**src/rtl/jtag_pkg.sv**
```systemverilog
// Shared definitions for the JTAG user data-register channel.
// The constants give the bit layout of the TDO capture word.
package jtag_pkg;

  localparam int OUT_FLAG_DONE  = 0;
  localparam int OUT_FLAG_OVF   = 1;
  localparam int OUT_RESULT_LSB = 2;
  localparam int OUT_FLAG_BITS  = 2;

  // Status flags in the low bits of the capture word.
  // Declaration order puts done at bit 0 and ovf at bit 1.
  typedef struct packed {
    logic ovf;
    logic done;
  } out_flags_t;

endpackage

```
**src/rtl/jtag_dr_channel_sync_fifo.sv**
```systemverilog
// First-word-fall-through synchronous FIFO.
// A push into a full FIFO is accepted when a pop happens in the same cycle.
module sync_fifo #(
  parameter int DATA_WIDTH = 8,
  parameter int FIFO_DEPTH = 16
) (
  input  logic                  clk,
  input  logic                  rst_n,
  input  logic                  push,
  input  logic [DATA_WIDTH-1:0] push_data,
  input  logic                  pop,
  output logic [DATA_WIDTH-1:0] pop_data,
  output logic                  full,
  output logic                  empty
);

  localparam int AW = $clog2(FIFO_DEPTH);

  logic [DATA_WIDTH-1:0] mem_q [FIFO_DEPTH];
  logic [AW:0]           wr_ptr_q, wr_ptr_d;
  logic [AW:0]           rd_ptr_q, rd_ptr_d;
  logic                  do_push, do_pop;

  // Pointers carry one extra wrap bit to tell full from empty.
  assign empty   = (wr_ptr_q == rd_ptr_q);
  assign full    = (wr_ptr_q[AW] != rd_ptr_q[AW]) &&
                   (wr_ptr_q[AW-1:0] == rd_ptr_q[AW-1:0]);
  assign do_pop  = pop & ~empty;
  assign do_push = push & (~full | do_pop);

  // Gate the head word so the output stays zero while nothing is buffered.
  assign pop_data = empty ? '0 : mem_q[rd_ptr_q[AW-1:0]];

  always_comb begin
    wr_ptr_d = wr_ptr_q;
    rd_ptr_d = rd_ptr_q;
    if (do_push) wr_ptr_d = wr_ptr_q + 1'b1;
    if (do_pop)  rd_ptr_d = rd_ptr_q + 1'b1;
  end

  always_ff @(posedge clk or negedge rst_n) begin
    if (!rst_n) begin
      wr_ptr_q <= '0;
      rd_ptr_q <= '0;
    end else begin
      wr_ptr_q <= wr_ptr_d;
      rd_ptr_q <= rd_ptr_d;
    end
  end

  always_ff @(posedge clk) begin
    if (do_push) mem_q[wr_ptr_q[AW-1:0]] <= push_data;
  end

endmodule

```
**src/rtl/jtag_dr_channel.sv**
```systemverilog
// JTAG user data-register engine: deserialises TDI into buffered words and
// serialises a captured result plus status flags back out on TDO.
module jtag_dr_channel
  import jtag_pkg::*;
#(
  parameter int DATA_WIDTH   = 8,
  parameter int FIFO_DEPTH   = 16,
  parameter int RESULT_WIDTH = 32
) (
  input  logic                    tck,
  input  logic                    rst_n,
  input  logic                    tdi,
  output logic                    tdo,
  input  logic                    ir_is_user,
  input  logic                    capture_dr,
  input  logic                    shift_dr,
  input  logic                    update_dr,
  output logic [DATA_WIDTH-1:0]   m_data,
  output logic                    m_valid,
  input  logic                    m_ready,
  output logic                    eos,
  input  logic [RESULT_WIDTH-1:0] result,
  input  logic                    result_valid,
  output logic                    overflow
);

  localparam int CNT_W = $clog2(DATA_WIDTH);
  localparam int OUT_W = RESULT_WIDTH + OUT_FLAG_BITS;
  localparam logic [CNT_W-1:0] CNT_LAST = CNT_W'(DATA_WIDTH - 1);

  typedef struct packed {
    logic [RESULT_WIDTH-1:0] result;
    out_flags_t              flags;
  } out_reg_t;

  logic                    user_shift, user_capture, user_update;
  logic [DATA_WIDTH-1:0]   shift_q, shift_d;
  logic [CNT_W-1:0]        cnt_q, cnt_d;
  logic                    push_valid_q, push_valid_d;
  logic [DATA_WIDTH-1:0]   push_data_q, push_data_d;
  logic                    eos_q, eos_d;
  logic                    overflow_q, overflow_d;
  logic [RESULT_WIDTH-1:0] hold_q, hold_d;
  logic                    done_q, done_d;
  logic [OUT_W-1:0]        out_q, out_d;
  out_reg_t                cap_word;
  logic                    fifo_full, fifo_empty, fifo_pop;

  assign user_shift   = ir_is_user & shift_dr;
  assign user_capture = ir_is_user & capture_dr;
  assign user_update  = ir_is_user & update_dr;

  assign fifo_pop = ~fifo_empty & m_ready;
  assign m_valid  = ~fifo_empty;
  assign eos      = eos_q;
  assign overflow = overflow_q;
  assign tdo      = out_q[OUT_FLAG_DONE];

  // Deserialiser: LSB-first, completed word goes to the push register.
  always_comb begin
    shift_d      = shift_q;
    cnt_d        = cnt_q;
    push_valid_d = 1'b0;
    push_data_d  = push_data_q;
    eos_d        = 1'b0;
    if (user_shift) begin
      shift_d = {tdi, shift_q[DATA_WIDTH-1:1]};
      if (cnt_q == CNT_LAST) begin
        push_valid_d = 1'b1;
        push_data_d  = {tdi, shift_q[DATA_WIDTH-1:1]};
        cnt_d        = '0;
      end else begin
        cnt_d = cnt_q + 1'b1;
      end
    end
    // Update-DR drops any partial word; a word completed this cycle is kept.
    if (user_update) begin
      shift_d = '0;
      cnt_d   = '0;
      eos_d   = 1'b1;
    end
  end

  // Sticky overflow: the push register held a word the FIFO could not take.
  assign overflow_d = overflow_q | (push_valid_q & fifo_full & ~fifo_pop);

  always_comb begin
    hold_d = hold_q;
    done_d = done_q;
    if (result_valid) begin
      hold_d = result;
      done_d = 1'b1;
    end
  end

  always_comb begin
    cap_word.result     = hold_q;
    cap_word.flags.ovf  = overflow_q;
    cap_word.flags.done = done_q;
  end

  // Capture takes priority over shift if both are ever asserted.
  always_comb begin
    out_d = out_q;
    if (user_capture) begin
      out_d = cap_word;
    end else if (user_shift) begin
      out_d = {tdi, out_q[OUT_W-1:1]};
    end
  end

  always_ff @(posedge tck or negedge rst_n) begin
    if (!rst_n) begin
      shift_q      <= '0;
      cnt_q        <= '0;
      push_valid_q <= 1'b0;
      push_data_q  <= '0;
      eos_q        <= 1'b0;
      overflow_q   <= 1'b0;
      hold_q       <= '0;
      done_q       <= 1'b0;
      out_q        <= '0;
    end else begin
      shift_q      <= shift_d;
      cnt_q        <= cnt_d;
      push_valid_q <= push_valid_d;
      push_data_q  <= push_data_d;
      eos_q        <= eos_d;
      overflow_q   <= overflow_d;
      hold_q       <= hold_d;
      done_q       <= done_d;
      out_q        <= out_d;
    end
  end

  sync_fifo #(
    .DATA_WIDTH (DATA_WIDTH),
    .FIFO_DEPTH (FIFO_DEPTH)
  ) u_fifo (
    .clk       (tck),
    .rst_n     (rst_n),
    .push      (push_valid_q),
    .push_data (push_data_q),
    .pop       (m_ready),
    .pop_data  (m_data),
    .full      (fifo_full),
    .empty     (fifo_empty)
  );

endmodule

```
**config.mk**
```make
export PLATFORM = sky130hd
export DESIGN_NAME = jtag_dr_channel
export DESIGN_NICKNAME = d
export VERILOG_FILES = /design/src/rtl/jtag_pkg.sv /design/src/rtl/jtag_dr_channel_sync_fifo.sv /design/src/rtl/jtag_dr_channel.sv
export SDC_FILE = /design/constraint.sdc
export NUM_CORES = 1
export LEC_CHECK = 0
export CAP_MARGIN = 0
export CORE_AREA = 2 2 150 152
export CTS_BUF_LIST = sky130_fd_sc_hd__clkbuf_4
export CTS_CLUSTER_SIZE = 16
export DETAILED_ROUTE_END_ITERATION = 10
export DIE_AREA = 0 0 152 154
export PLACE_DENSITY = 0.62
export SETUP_SLACK_MARGIN = 0.1
export SYNTH_ARGS = -nofsm -noshare
export SYNTH_HDL_FRONTEND = slang
export SYNTH_SLANG_ARGS = --single-unit
```
**constraint.sdc**
```tcl
create_clock -name tck -period 2.6 [get_ports tck]
set_input_delay 0.65 -clock tck [delete_from_list [all_inputs] [get_ports tck]]
set_output_delay 0.65 -clock tck [all_outputs]
set_load 0.03 [all_outputs]
```
==> impl_metrics.toml, run 1 <==
[worst_setup_path]
path_buf_inv = 3
startpoint_type = "flop"
worstPathRequired_ns = 1.95
cp_top_family = "multiplexers"
cp-end-kind = "output pin"
critical_path.cell_chain = "buf_12 > buf_12 > mux4_2 > a22oi_2 > a21oi_2 > buf_6"
arrival_ns = 2.34
critPathKind = "reg -> out"
cp-startpoint = "u_fifo.rd_ptr_q[0]$_DFFE_PN0P_"
crit_top_cell = "buf_12"
critPathMaxFanout = 8
critPathSlowestCell = "mux4_2"
cp_slowest_stage_delay_ns = 0.50
r2r-start = "u_fifo.rd_ptr_q[0]$_DFFE_PN0P_"

[place]
gp_congestion = 0.759
io_buffer_count = 52
dp_hpwl_um = 12000

[drt]
wl_per_cell_um = 17.7
detail-route-antenna-nets = 0
drtIter0Drc = 251
drt_wl_total_um = 18100
via_count = 5275
route.detailed.drc = 0
avgViaCountPerCell = 5.15
first_pass_iters = 5

[sta]
setup_viol = 9
worst_slack_ns = -0.393
setup-tns-final_ns = -3.13
clock_skew_ns = 0.0426
post-route-period-util = 1.15
worst_slew_margin_rel = 0.598
tightest_slew_ns = 0.602
drv_slew = 0
finalHoldViolCount = 0
rsz0062_at_grt = "yes"
fmax_mhz = 334
whs_ns = 0.477
period_needed_ns = 2.99

[power]
seqPwrFrac = 0.405
leakagePower_nw = 4.60
p_sw_frac = 0.298
p_int_w = 0.00730
totalPowerFinal_w = 0.0104
p_per_area_nw_per_um2 = 905
switchingPower_w = 0.00310
clkPwrFrac = 0.282
ir_drop_mv = 0.511
comb_power_share = 0.313

[finish]
post-route-util = 0.530
area_delta_synth_final_pct = 25.3
final_common_cell = "edfxtp_1"
multi_input_area_sq_um = 2800
nFillCells = 1753
nets = 751
final_cell_mix = "128 x edfxtp_1, 97 x dfrtp_1, 83 x clkbuf_4"
drive_gt1_frac = 0.348
seq_area_sq_um = 6300
n_antenna_cell = 0

[clocking]
cts-root-buf = "clkbuf_4"
clkTransAtPathRegs_ns = 0.06
cts_tree = "built"
clock_path_buffers = 3
cts_max_level = 2
worstSkewPairLatency_ns = 0.66
cts_buffers = 56
clkSinkCount = 226

[floorplanning]
fp.dieH_um = 154
ios = 53
start_util = 0.423
design.core.area_sq_um = 21700
die_w_um = 152
rows = 54
dieArea_sq_um = 23400

[logic_synthesis]
synth_edf_count = 128
yosysWarnings = 0
syn_inst = 567
ys_seq_area_frac = 0.687
synth.distinct_cells = 38
synth_flop_cell = "edfxtp_1"
syn_nets = 615
syn_area_per_cell_sq_um = 16.2
ys_seq_elements = 226
async_flop_share = 0.434
netlist_area_sq_um = 9170

[status]
violations = "negative setup slack"
status = "complete, but fails checks"

[global_routing]
antenna_found_initial = 0
grt_max_degree = 50
grt_pass1_wl_um = 30200
grt_util_all_layers = 0.161
grt-ovfl-total = 0
grt_pass1_vias = 5751

[run]
cap_violations = 0

[hold_path]
min_path_type = "in -> async"
-- final timing paths --
kind / to / slack [ns] / cells past startpoint
setup / recovery: m_data[2] / -0.39 / 6
hold reg to reg: done_q$_DFFE_PN0P_ / 0.48 / 1
max in group asynchronous: u_fifo.wr_ptr_q[3]$_DFFE_PN0P_ / 1.39 / 3
min in group tck: done_q$_DFFE_PN0P_ / 0.48 / 1
hold / removal: eos$_DFF_PN0_ / 0.48 / 2
setup reg to reg: u_fifo.mem_q[11][3]$_DFFE_PP_ / 0.48 / 8
-- logic make-up (layout without fill, tap and decap cells) --
group	count (synthesis)	count (layout)	share of synthesized area
buf+inv	48	226	0.0238
fa+ha+maj	7	7	0.00955
mux	101	101	0.159
compound gates	95	95	0.0643
xor+xnor	13	13	0.0149
simple gates	77	77	0.0415
flops	226	226	0.687
-- state kept, by name, indices dropped and copies added, names as in the netlist, 3 cells and up --
register / count
hold_q: 32
u_fifo.wr_ptr_q: 5
cnt_q: 3
shift_q: 7
u_fifo.rd_ptr_q: 5
push_data_q: 8
u_fifo.mem_q: 128
out_q: 34
-- cells in the mapped netlist, types with 5 or more instances --
cell type  count  area [sq um]
buf_2          5          25.0
a22oi_1       16           120
o21ai_0       42           210
a21oi_1        9          45.0
ha_1           7          87.6
dfrtp_1       98          2450
mux2_2        34           383
xnor2_1       10          87.6
edfxtp_1     128          3840
o22ai_1       10          62.6
a2bb2oi_1      9          78.8
mux2i_1       34           340
and3_1        14          87.6
clkbuf_1      19          71.3
nor2b_1        6          37.5
mux4_2        32           721
inv_1         15          56.3
nand2_1       43           161
-- cell type report --
cell class                      instances  area share
Sequential cell                       226       0.548
Multi-Input combinational cell        293       0.243
Timing Repair Buffer                  111       0.110
Clock buffer                           83      0.0543
Tap cell                              280      0.0305
Clock inverter                         17     0.00893
Inverter                               15     0.00490
-- metal layers --
layer	part of all wire	track usage	up-vias	routed length, um
met4	0.015	0.0547	0	276
met5	0	0	-	0
met3	0.048	0.0366	25	871
met2	0.50	0.272	139	9130
met1	0.43	0.208	2646	7840
li1	-	-	2465	-
-- power groups by stage --
stage	clock, W	combinational [W]	sequential, W
2_1_floorplan	0	0.00171	0.00423
3_3_place_gp	0	0.00271	0.00428
3_5_place_dp	0	0.00276	0.00429
4_1_cts	0.00302	0.00325	0.00421
5_1_grt	0.00321	0.00347	0.00424
6_report	0.00293	0.00326	0.00421
-- per-stage QoR --
step / cell area [sq um] / worst slack (ns) / cells
after global placement: 10500 / -0.207 / 912
after CTS: 11400 / -0.446 / 1022
final: 11500 / -0.393 / 1025
after detailed placement: 10500 / -0.215 / 912
after global routing: 11500 / -0.485 / 1025
after floorplan: 9170 / 0.289 / 567
-- what timing repair did --
item                                    4_1_cts  5_1_grt
pin swaps                                    21        8
hold buffers                                  1        0
cloned                                        2        0
setup buffers                                 7        4
endpoints found under the hold margin        32        0
resized for setup                            87        9
endpoints found under the setup margin        9       10
(Power assumes the default switching activity.)
==> run 2: changes to the inputs <==
--- a/config.mk
+++ b/config.mk
@@ -11,7 +11,7 @@
 export CTS_CLUSTER_SIZE = 16
 export DETAILED_ROUTE_END_ITERATION = 10
 export DIE_AREA = 0 0 152 154
-export PLACE_DENSITY = 0.62
+export PLACE_DENSITY_LB_ADDON = 0.08
 export SETUP_SLACK_MARGIN = 0.1
 export SYNTH_ARGS = -nofsm -noshare
 export SYNTH_HDL_FRONTEND = slang
==> impl_metrics.toml, run 2 (synthesis results as in run 1) <==
[status]
status = "complete, but fails checks"
violations = "negative setup slack"

[worst_setup_path]
arrival_ns = 2.40
cp-end-kind = "output pin"
cp-startpoint = "u_fifo.rd_ptr_q[0]$_DFFE_PN0P_"
reg2reg_depth = 11
critPathKind = "reg -> out"
crit_end = "m_data[6]"
critPathSlowestCell = "mux4_2"
crit_top_cell = "buf_6"
critPathMaxFanout = 8
reg2reg_slack_ns = 0.15
cp_slowest_stage_delay_ns = 0.51
worstPathRequired_ns = 1.95
startpoint_type = "flop"
r2r-start = "u_fifo.rd_ptr_q[0]$_DFFE_PN0P_"
critical_path.cell_chain = "buf_6 > buf_16 > mux4_2 > a22oi_2 > a21oi_2 > buf_6"
r2r-end = "u_fifo.mem_q[3][0]$_DFFE_PP_"

[finish]
post-route-util = 0.537
final_cell_mix = "128 x edfxtp_1, 96 x dfrtp_1, 95 x clkbuf_4"
largest_reg_flops = 128
nets = 763
drive_gt1_frac = 0.358
area_delta_synth_final_pct = 27.0
final_common_cell = "edfxtp_1"
fin_area_sq_um = 11600

[drt]
first_pass_iters = 4
via_count = 5260
drt_wl_total_um = 18100
route.detailed.drc = 0
detail-route-antenna-nets = 0
drtIter0Drc = 182
wl_per_cell_um = 17.4
avgViaCountPerCell = 5.05

[clocking]
worstSkewPairLatency_ns = 0.68
clkSinkCount = 226
cts_buffers = 61
cts_max_level = 2
clock_path_buffers = 3
clkTransAtPathRegs_ns = 0.06
cts_tree = "built"
cts-root-buf = "clkbuf_4"

[floorplanning]
start_util = 0.423
die_w_um = 152
dieArea_sq_um = 23400
rows = 54
fp.dieH_um = 154
design.core.area_sq_um = 21700
ios = 53

[global_routing]
grt_pass1_wl_um = 29400
gr-usage-met1 = 0.205
grt_pass1_vias = 5584
grt-busiest-layer = "met2"
met2_usage = 0.260
grtUsageMet3 = 0.0397
grt_max_degree = 56
grt-ovfl-total = 0
antenna_found_initial = 1
grt_util_all_layers = 0.159

[hold_path]
min_path_type = "reg -> reg"

[power]
totalPowerFinal_w = 0.0106
p_per_area_nw_per_um2 = 909
leakagePower_nw = 4.67
ir_drop_mv = 0.572

[place]
gp_congestion = 0.815
placed_cell_area_sq_um = 10500
dp_hpwl_um = 11700
io_buffer_count = 52

[sta]
fmax_mhz = 328
finalHoldViolCount = 0
worst_slack_ns = -0.450
worst_slew_margin_rel = 0.595
post-route-period-util = 1.17
period_needed_ns = 3.05
tightest_slew_ns = 0.608
drv_slew = 0
setup-tns-final_ns = -3.69
setup_viol = 9
clock_skew_ns = 0.0301
rsz0062_at_grt = "yes"

[run]
cap_violations = 0
-- run 2: cell count changes in the layout (fill, tap and decap cells not counted), sizes merged --
cell / change
dlymetal6s2s: -1
clkinvlp: -1
buf: +7
clkinv: -3
clkdlybuf4s50: +1
diode: +2
clkbuf: +12
-- run 2: worst min path at each step --
stage,startpoint,end,cells past startpoint
floorplan,rst_n,cnt_q[0]$_DFFE_PN0P_,0
global placement,done_q$_DFFE_PN0P_,done_q$_DFFE_PN0P_,1
detailed placement,done_q$_DFFE_PN0P_,done_q$_DFFE_PN0P_,1
CTS,rst_n,hold_q[18]$_DFFE_PN0P_,2
global route,done_q$_DFFE_PN0P_,done_q$_DFFE_PN0P_,1
finish,done_q$_DFFE_PN0P_,done_q$_DFFE_PN0P_,1
-- run 2: what timing repair did --
action | 4_1_cts | 5_1_grt
setup endpoints to repair | 9 | 9
pin swaps | 6 | 7
hold buffers | 1 | 0
gates resized for setup | 77 | 14
cloned | 2 | 0
buffers inserted | 8 | 7
hold endpoints to repair | 39 | 0
-- run 2: final cells by class --
type,count,area [sq um]
diodes,2,5.00
clock buffers,95,713
clock inverters,13,86.3
fillers,1823,10000
inverters,15,56.3
multi-input cells,293,2790
flip-flops and latches,226,6300
well taps,280,350
repair buffers,118,1340
-- run 2: report_power, final --
group | total [W] | internal [W] | leakage [nW] | switching [W]
Combinational | 0.00322 | 0.00172 | 1.78 | 0.00150
Clock | 0.00314 | 0.00175 | 0.480 | 0.00139
Sequential | 0.00423 | 0.00403 | 2.41 | 0.000205
-- run 2: worst max-delay path: cells and delay by family, from the launching register on --
family / cells / cell delay [ns]
AOI/OAI and AO/OA: 2 / 0.36
buffers and inverters: 3 / 0.43
DFF: 1 / 0.44
muxes: 1 / 0.51
-- run 2: metal layers --
layer  wire [um]  share of wire
met5           0              0
met3         923          0.051
met4         433          0.024
met2        8960           0.49
met1        7830           0.43
-- run 2: stage by stage --
| step | hold WS [ns] | setup WS (ns) | cells |
|---|---|---|---|
| after floorplan | 0.354 | 0.289 | 567 |
| after global placement | 0.451 | -0.193 | 914 |
| after detailed placement | 0.465 | -0.204 | 914 |
| after CTS | 0.459 | -0.543 | 1033 |
| after global routing | 0.500 | -0.544 | 1042 |
| final | 0.473 | -0.450 | 1042 |
